<file path="src/rtl/multi_cycle_control.sv">
// Multi-cycle CPU control FSM: sequences each instruction over 2-5 cycles and drives ALU, register-file, memory and PC controls.
// Optional build macro ILLEGAL_TRAP_EN: unlisted opcodes trap (sticky illegal_op + halt) instead of executing as a NOP.
module multi_cycle_control (
    input  logic       clk,
    input  logic       reset,
    input  logic [5:0] opcode,
    input  logic       zero,
    output logic       PCWre,
    output logic       IRWre,
    output logic       InsMemRW,
    output logic       ALUSrcB,
    output logic       alusrca,
    output logic [2:0] ALUOp,
    output logic       ExtSel,
    output logic       RegWre,
    output logic [1:0] RegDst,
    output logic       WrRegDSrc,
    output logic       DBDataSrc,
    output logic       mRD,
    output logic       mWR,
    output logic [1:0] PCSrc,
    output logic [2:0] state_out,
    output logic       halted,
    output logic       illegal_op
);

    typedef enum logic [2:0] {
        S_IF     = 3'b000,
        S_ID     = 3'b001,
        S_EXE_LS = 3'b010,
        S_MEM    = 3'b011,
        S_WB_L   = 3'b100,
        S_EXE_B  = 3'b101,
        S_EXE_R  = 3'b110,
        S_WB_R   = 3'b111
    } state_t;

    localparam logic [5:0] OP_ADD   = 6'b000000;
    localparam logic [5:0] OP_SUB   = 6'b000001;
    localparam logic [5:0] OP_ADDIU = 6'b000010;
    localparam logic [5:0] OP_ANDI  = 6'b010000;
    localparam logic [5:0] OP_AND   = 6'b010001;
    localparam logic [5:0] OP_ORI   = 6'b010010;
    localparam logic [5:0] OP_OR    = 6'b010011;
    localparam logic [5:0] OP_SLL   = 6'b011000;
    localparam logic [5:0] OP_SLTI  = 6'b100110;
    localparam logic [5:0] OP_SW    = 6'b110000;
    localparam logic [5:0] OP_LW    = 6'b110001;
    localparam logic [5:0] OP_BEQ   = 6'b110100;
    localparam logic [5:0] OP_BNE   = 6'b110101;
    localparam logic [5:0] OP_J     = 6'b111000;
    localparam logic [5:0] OP_JR    = 6'b111001;
    localparam logic [5:0] OP_JAL   = 6'b111010;
    localparam logic [5:0] OP_HALT  = 6'b111111;

    state_t     state, state_next;
    logic       halted_q, halted_next;
    logic [2:0] dec_aluop;
    logic       dec_srcb, dec_srca, dec_ext, is_rfmt, is_alu;
`ifdef ILLEGAL_TRAP_EN
    logic       illegal_q, illegal_next;
`endif

    always_ff @(posedge clk) begin
        if (reset) begin
            state    <= S_IF;
            halted_q <= 1'b0;
`ifdef ILLEGAL_TRAP_EN
            illegal_q <= 1'b0;
`endif
        end else begin
            state    <= state_next;
            halted_q <= halted_next;
`ifdef ILLEGAL_TRAP_EN
            illegal_q <= illegal_next;
`endif
        end
    end

    // Opcode decode; is_alu marks instructions that go through EXE_R/WB_R.
    always_comb begin
        dec_aluop = 3'b000;
        dec_srcb  = 1'b0;
        dec_srca  = 1'b0;
        dec_ext   = 1'b0;
        is_rfmt   = 1'b0;
        is_alu    = 1'b0;
        case (opcode)
            OP_ADD:   begin is_rfmt = 1'b1; is_alu = 1'b1; end
            OP_SUB:   begin dec_aluop = 3'b001; is_rfmt = 1'b1; is_alu = 1'b1; end
            OP_ADDIU: begin dec_srcb = 1'b1; dec_ext = 1'b1; is_alu = 1'b1; end
            OP_ANDI:  begin dec_aluop = 3'b100; dec_srcb = 1'b1; is_alu = 1'b1; end
            OP_AND:   begin dec_aluop = 3'b100; is_rfmt = 1'b1; is_alu = 1'b1; end
            OP_ORI:   begin dec_aluop = 3'b011; dec_srcb = 1'b1; is_alu = 1'b1; end
            OP_OR:    begin dec_aluop = 3'b011; is_rfmt = 1'b1; is_alu = 1'b1; end
            OP_SLL:   begin dec_aluop = 3'b010; dec_srca = 1'b1; is_rfmt = 1'b1; is_alu = 1'b1; end
            OP_SLTI:  begin dec_aluop = 3'b110; dec_srcb = 1'b1; dec_ext = 1'b1; is_alu = 1'b1; end
            OP_SW, OP_LW:   begin dec_srcb = 1'b1; dec_ext = 1'b1; end
            OP_BEQ, OP_BNE: begin dec_aluop = 3'b001; dec_ext = 1'b1; end
            default: ;
        endcase
    end

    // Next state and outputs; ALU controls stay valid from ID until the instruction retires.
    always_comb begin
        state_next  = state;
        halted_next = halted_q;
`ifdef ILLEGAL_TRAP_EN
        illegal_next = illegal_q;
`endif
        PCWre     = 1'b0;
        IRWre     = 1'b0;
        InsMemRW  = 1'b0;
        ALUSrcB   = 1'b0;
        alusrca   = 1'b0;
        ALUOp     = 3'b000;
        ExtSel    = 1'b0;
        RegWre    = 1'b0;
        RegDst    = 2'b00;
        WrRegDSrc = 1'b0;
        DBDataSrc = 1'b0;
        mRD       = 1'b0;
        mWR       = 1'b0;
        PCSrc     = 2'b00;
        if (state != S_IF) begin
            ALUOp   = dec_aluop;
            ALUSrcB = dec_srcb;
            alusrca = dec_srca;
            ExtSel  = dec_ext;
        end
        case (state)
            S_IF: begin
                InsMemRW   = 1'b1;
                IRWre      = 1'b1;
                state_next = S_ID;
            end
            S_ID: begin
                if (halted_q) begin
                    state_next = S_ID;
                end else begin
                    case (opcode)
                        OP_HALT: begin
                            halted_next = 1'b1;
                            state_next  = S_ID;
                        end
                        OP_J: begin
                            PCWre = 1'b1; PCSrc = 2'b11; state_next = S_IF;
                        end
                        OP_JAL: begin
                            PCWre = 1'b1; PCSrc = 2'b11; RegWre = 1'b1;
                            RegDst = 2'b10; WrRegDSrc = 1'b1; state_next = S_IF;
                        end
                        OP_JR: begin
                            PCWre = 1'b1; PCSrc = 2'b10; state_next = S_IF;
                        end
                        OP_BEQ, OP_BNE: state_next = S_EXE_B;
                        OP_SW, OP_LW:   state_next = S_EXE_LS;
                        default: begin
                            if (is_alu) begin
                                state_next = S_EXE_R;
                            end else begin
`ifdef ILLEGAL_TRAP_EN
                                illegal_next = 1'b1;
                                halted_next  = 1'b1;
                                state_next   = S_ID;
`else
                                PCWre      = 1'b1;
                                state_next = S_IF;
`endif
                            end
                        end
                    endcase
                end
            end
            S_EXE_R:  state_next = S_WB_R;
            S_WB_R: begin
                RegWre     = 1'b1;
                PCWre      = 1'b1;
                RegDst     = is_rfmt ? 2'b01 : 2'b00;
                state_next = S_IF;
            end
            S_EXE_B: begin
                PCWre      = 1'b1;
                PCSrc      = ((opcode == OP_BEQ) && zero) || ((opcode == OP_BNE) && !zero) ? 2'b01 : 2'b00;
                state_next = S_IF;
            end
            S_EXE_LS: state_next = S_MEM;
            S_MEM: begin
                if (opcode == OP_LW) begin
                    mRD        = 1'b1;
                    state_next = S_WB_L;
                end else begin
                    mWR        = 1'b1;
                    PCWre      = 1'b1;
                    state_next = S_IF;
                end
            end
            S_WB_L: begin
                mRD        = 1'b1;
                DBDataSrc  = 1'b1;
                RegWre     = 1'b1;
                PCWre      = 1'b1;
                state_next = S_IF;
            end
            default: state_next = S_IF;
        endcase
        // An instruction aborted by reset must not write or fetch anything.
        if (reset) begin
            PCWre    = 1'b0;
            IRWre    = 1'b0;
            InsMemRW = 1'b0;
            RegWre   = 1'b0;
            mRD      = 1'b0;
            mWR      = 1'b0;
        end
    end

    assign state_out = state;
    assign halted    = halted_q;
`ifdef ILLEGAL_TRAP_EN
    assign illegal_op = illegal_q;
`else
    assign illegal_op = 1'b0;
`endif

endmodule

</file>
<file path="config.mk">
export PLATFORM = sky130hd
export DESIGN_NAME = multi_cycle_control
export DESIGN_NICKNAME = d
export VERILOG_FILES = /design/src/rtl/multi_cycle_control.sv
export SDC_FILE = /design/constraint.sdc
export NUM_CORES = 1
export LEC_CHECK = 0
export BUFFER_PORTS_ARGS = -buffer_cell sky130_fd_sc_hd__buf_2
export CELL_PAD_IN_SITES_DETAIL_PLACEMENT = 0
export CELL_PAD_IN_SITES_GLOBAL_PLACEMENT = 1
export CORE_ASPECT_RATIO = 0.6
export CORE_MARGIN = 2
export CORE_UTILIZATION = 30
export DETAILED_ROUTE_END_ITERATION = 10
export PLACE_DENSITY_LB_ADDON = 0.1
export SLEW_MARGIN = 25
export SYNTH_ARGS = -nofsm -noshare
export SYNTH_HDL_FRONTEND = slang
export SYNTH_SLANG_ARGS = --single-unit
</file>
<file path="constraint.sdc">
create_clock -name clk -period 2.77 [get_ports clk]
set_input_delay 0.4155 -clock clk [delete_from_list [all_inputs] [get_ports clk]]
set_output_delay 0.4155 -clock clk [all_outputs]
set_load 0.05 [all_outputs]
</file>
==> flow_summary.json <==
{
  "multi_input_comb_area_um2": 561.8,
  "layout_commonest_cell": "sky130_fd_sc_hd__buf_2",
  "antennaDiodeCount": 0,
  "final_layout_size_suffix_gt1_share_pct": 37.12,
  "clk_latency_ns": 0.21,
  "arrival_ns": 2.29,
  "groute.usage.overall_pct": 15.29,
  "placementRows": 13,
  "hold_ws_ns": 0.5002,
  "crit_slowest_cell": "sky130_fd_sc_hd__or4b_4",
  "ir_worst_vdd_uv": 215.9,
  "die_h_um": 41.50,
  "layout_common_cells": "sky130_fd_sc_hd__buf_2, sky130_fd_sc_hd__nor2_1, sky130_fd_sc_hd__a21oi_1",
  "routed_wl_mm": 2.031,
  "critPathCaptureType": "output pin",
  "postSynth.asyncResetShare_pct": 0,
  "critical_path_required_ns": 2.35,
  "netlist_instances": 110,
  "synthesis.yosys.warnings": 0,
  "die_w_um": 66.50,
  "cell_by_cell_trace_of_the_critical_path": "or4b_4, or4_4, nor2_4, a211oi_2, a211oi_4, buf_6",
  "num_vias": 864,
  "post_drt_wl_per_cell_um": 12.54,
  "cts.clk_slew.worst_paths_ns": 0.03,
  "timing.max_cap.violations": 0,
  "design.final.nets": 143,
  "layout_worst_path_cycle_share_pct": 97.53,
  "n_fill_cell": 231,
  "synth_sequential_area_ratio_pct": 11.39,
  "synth_fp_nets": 119,
  "post_synthesis_area_per_instance_um2": 6.392,
  "max_stage_delay_ns": 0.55,
  "core_ar_um2": 2196,
  "layout.core_utilization_pct": 41.60,
  "top_level_ports": 32,
  "remaining_drc_errors": 0,
  "worst-r2r-setup-slack_ns": 1.26,
  "synth_edf_count": 0,
  "cts_made_buffers": 3,
  "cts_sinks": 4,
  "timing.critical_path.from_type": "flop",
  "grt_pass1_vias": 701,
  "pin_count_of_the_biggest_net_entering_global_routing": 18,
  "area_growth_pct": 29.89,
  "ctsLongestPathBuffers": 2,
  "synth-seq-cells": 4,
  "min_period_ns": 2.702,
  "clk_root_buffer_cell": "sky130_fd_sc_hd__clkbuf_8",
  "status": "complete, no violations",
  "timing.final.max_slew_violations": 0,
  "post-cts-setup-buffers": 0,
  "hold_path.class": "flop to flop",
  "initial_core_util_pct": 32.02,
  "crit_path_max_fanout": 13,
  "yosys_most_used_dff": "sky130_fd_sc_hd__dfxtp_1",
  "post_drt_via_cell_ratio": 5.333,
  "dieArea_um2": 2760,
  "yosys.cell_types.count": 44,
  "critPathKind": "flop to output pin",
  "power.leakage_nw": 0.3818,
  "finalClockSkew_ns": 0.003360,
  "cts-htree-levels": 1,
  "syn-cell-area_um2": 703.2,
  "detailedRoute.firstIterationViolations": 23,
  "power.density_nw_per_um2": 372.0,
  "tritoncts": "built",
  "final-seq-area_um2": 90.09,
  "globalplace.congestion": 0.7933,
  "drt_first_pass_iters": 5,
  "setup_viol": 0,
  "grt.overflow.total": 0,
  "port_buffers": 30,
  "number_of_antenna_violations_at_the_first_check_in_global_routing": 0,
  "fmax_mhz": 370.1,
  "first_pass_grt_wire_length_mm": 3.401,
  "hold_viol_final": 0,
  "route.antenna.remaining_nets": 0,
  "detailed_place_hpwl_mm": 1.579,
  "grt_setup_unrepaired": "no"
}
## path summary, 6_finish.rpt
path                                start                       to  depth (start not counted)
setup / recovery  state_out[2]$_SDFF_PP0_                    PCWre                          6
hold / removal        halted$_SDFFE_PP0P_      halted$_SDFFE_PP0P_                          2
setup reg to reg  state_out[2]$_SDFF_PP0_  state_out[2]$_SDFF_PP0_                          4
hold reg to reg       halted$_SDFFE_PP0P_      halted$_SDFFE_PP0P_                          2
## state kept, by name (all words and copies together), names as in the netlist
name and flops:
state_out 3, halted 1
## metal layers
layer | global-route usage, % | routed length, um | up-vias
li1 | - | - | 447
met4 | 2.449 | 0 | 0
met5 | 0 | 0 | -
met2 | 19.60 | 812 | 40
met1 | 25.41 | 1096 | 377
met3 | 3.252 | 123 | 0
## power breakdown
part | switching, mW | total [mW] | internal, mW
Combinational | 0.103 | 0.147 | 0.0434
Sequential | 0.0121 | 0.0738 | 0.0617
Clock | 0.0270 | 0.119 | 0.0923
## cells in the mapped netlist, drive strengths merged (2+ instances only)
cell type	number	area, um^2
nor2	22	90.09
nand2	7	26.28
nor4b	2	17.52
clkbuf	5	18.77
nor4	3	18.77
a31oi	4	25.02
buf	7	50.04
or2b	2	15.01
a21oi	8	40.04
nand3	3	15.01
dfxtp	4	80.08
nor2b	3	18.77
a211oi	3	32.53
o31ai	2	15.01
o32ai	2	17.52
nor3	6	30.03
inv	5	18.77
## cell type report
class                      instances  share of cell area (%)
timing repair buffer              31                   17.95
multi-input combinational         89                   61.51
tap                               30                   4.110
inverter                           5                   2.055
sequential                         4                   9.863
clock buffer                       3                   4.521
## critical path, delay by kind of cell, from the launching register on
family / cells / cell delay [ns]
AOI/OAI and AO/OA: 2 / 0.29
buffers and inverters: 1 / 0.19
DFF: 1 / 0.39
and+or+nand+nor: 3 / 1.22
## kinds of logic (layout without fill, tap and decap cells)
| logic type | Yosys count | count (layout) | synth area share, % |
|---|---|---|---|
| AOI/OAI and AO/OA | 28 | 28 | 28.83 |
| xor gates and xnor gates | 1 | 1 | 1.246 |
| buffers and inverters | 17 | 39 | 12.45 |
| DFF | 4 | 4 | 11.39 |
| muxes | 1 | 1 | 1.601 |
| other | 1 | 1 | 0.5333 |
| and+or+nand+nor | 58 | 58 | 43.95 |
## repair_timing
item,in CTS,in global routing
setup endpoints to repair,1,1
gates resized for setup,1,1
hold endpoints to repair,0,0
hold buffers,0,0
## through the flow
step / setup WS (ns) / cell area, um^2 / cells / power [mW] / TNS (ns)
finish: 0.06831 / 913.4 / 162 / 0.3398 / 0
global route: 0.01643 / 913.4 / 162 / 0.3597 / 0
CTS: 0.04361 / 909.6 / 162 / 0.3424 / 0
detailed placement: 0.2179 / 865.8 / 159 / 0.2197 / 0
global placement: 0.2559 / 865.8 / 159 / 0.2216 / 0
floorplan: -0.1244 / 739.5 / 110 / 0.1949 / -0.2828
Note: power is estimated with default switching activity, not from simulation.
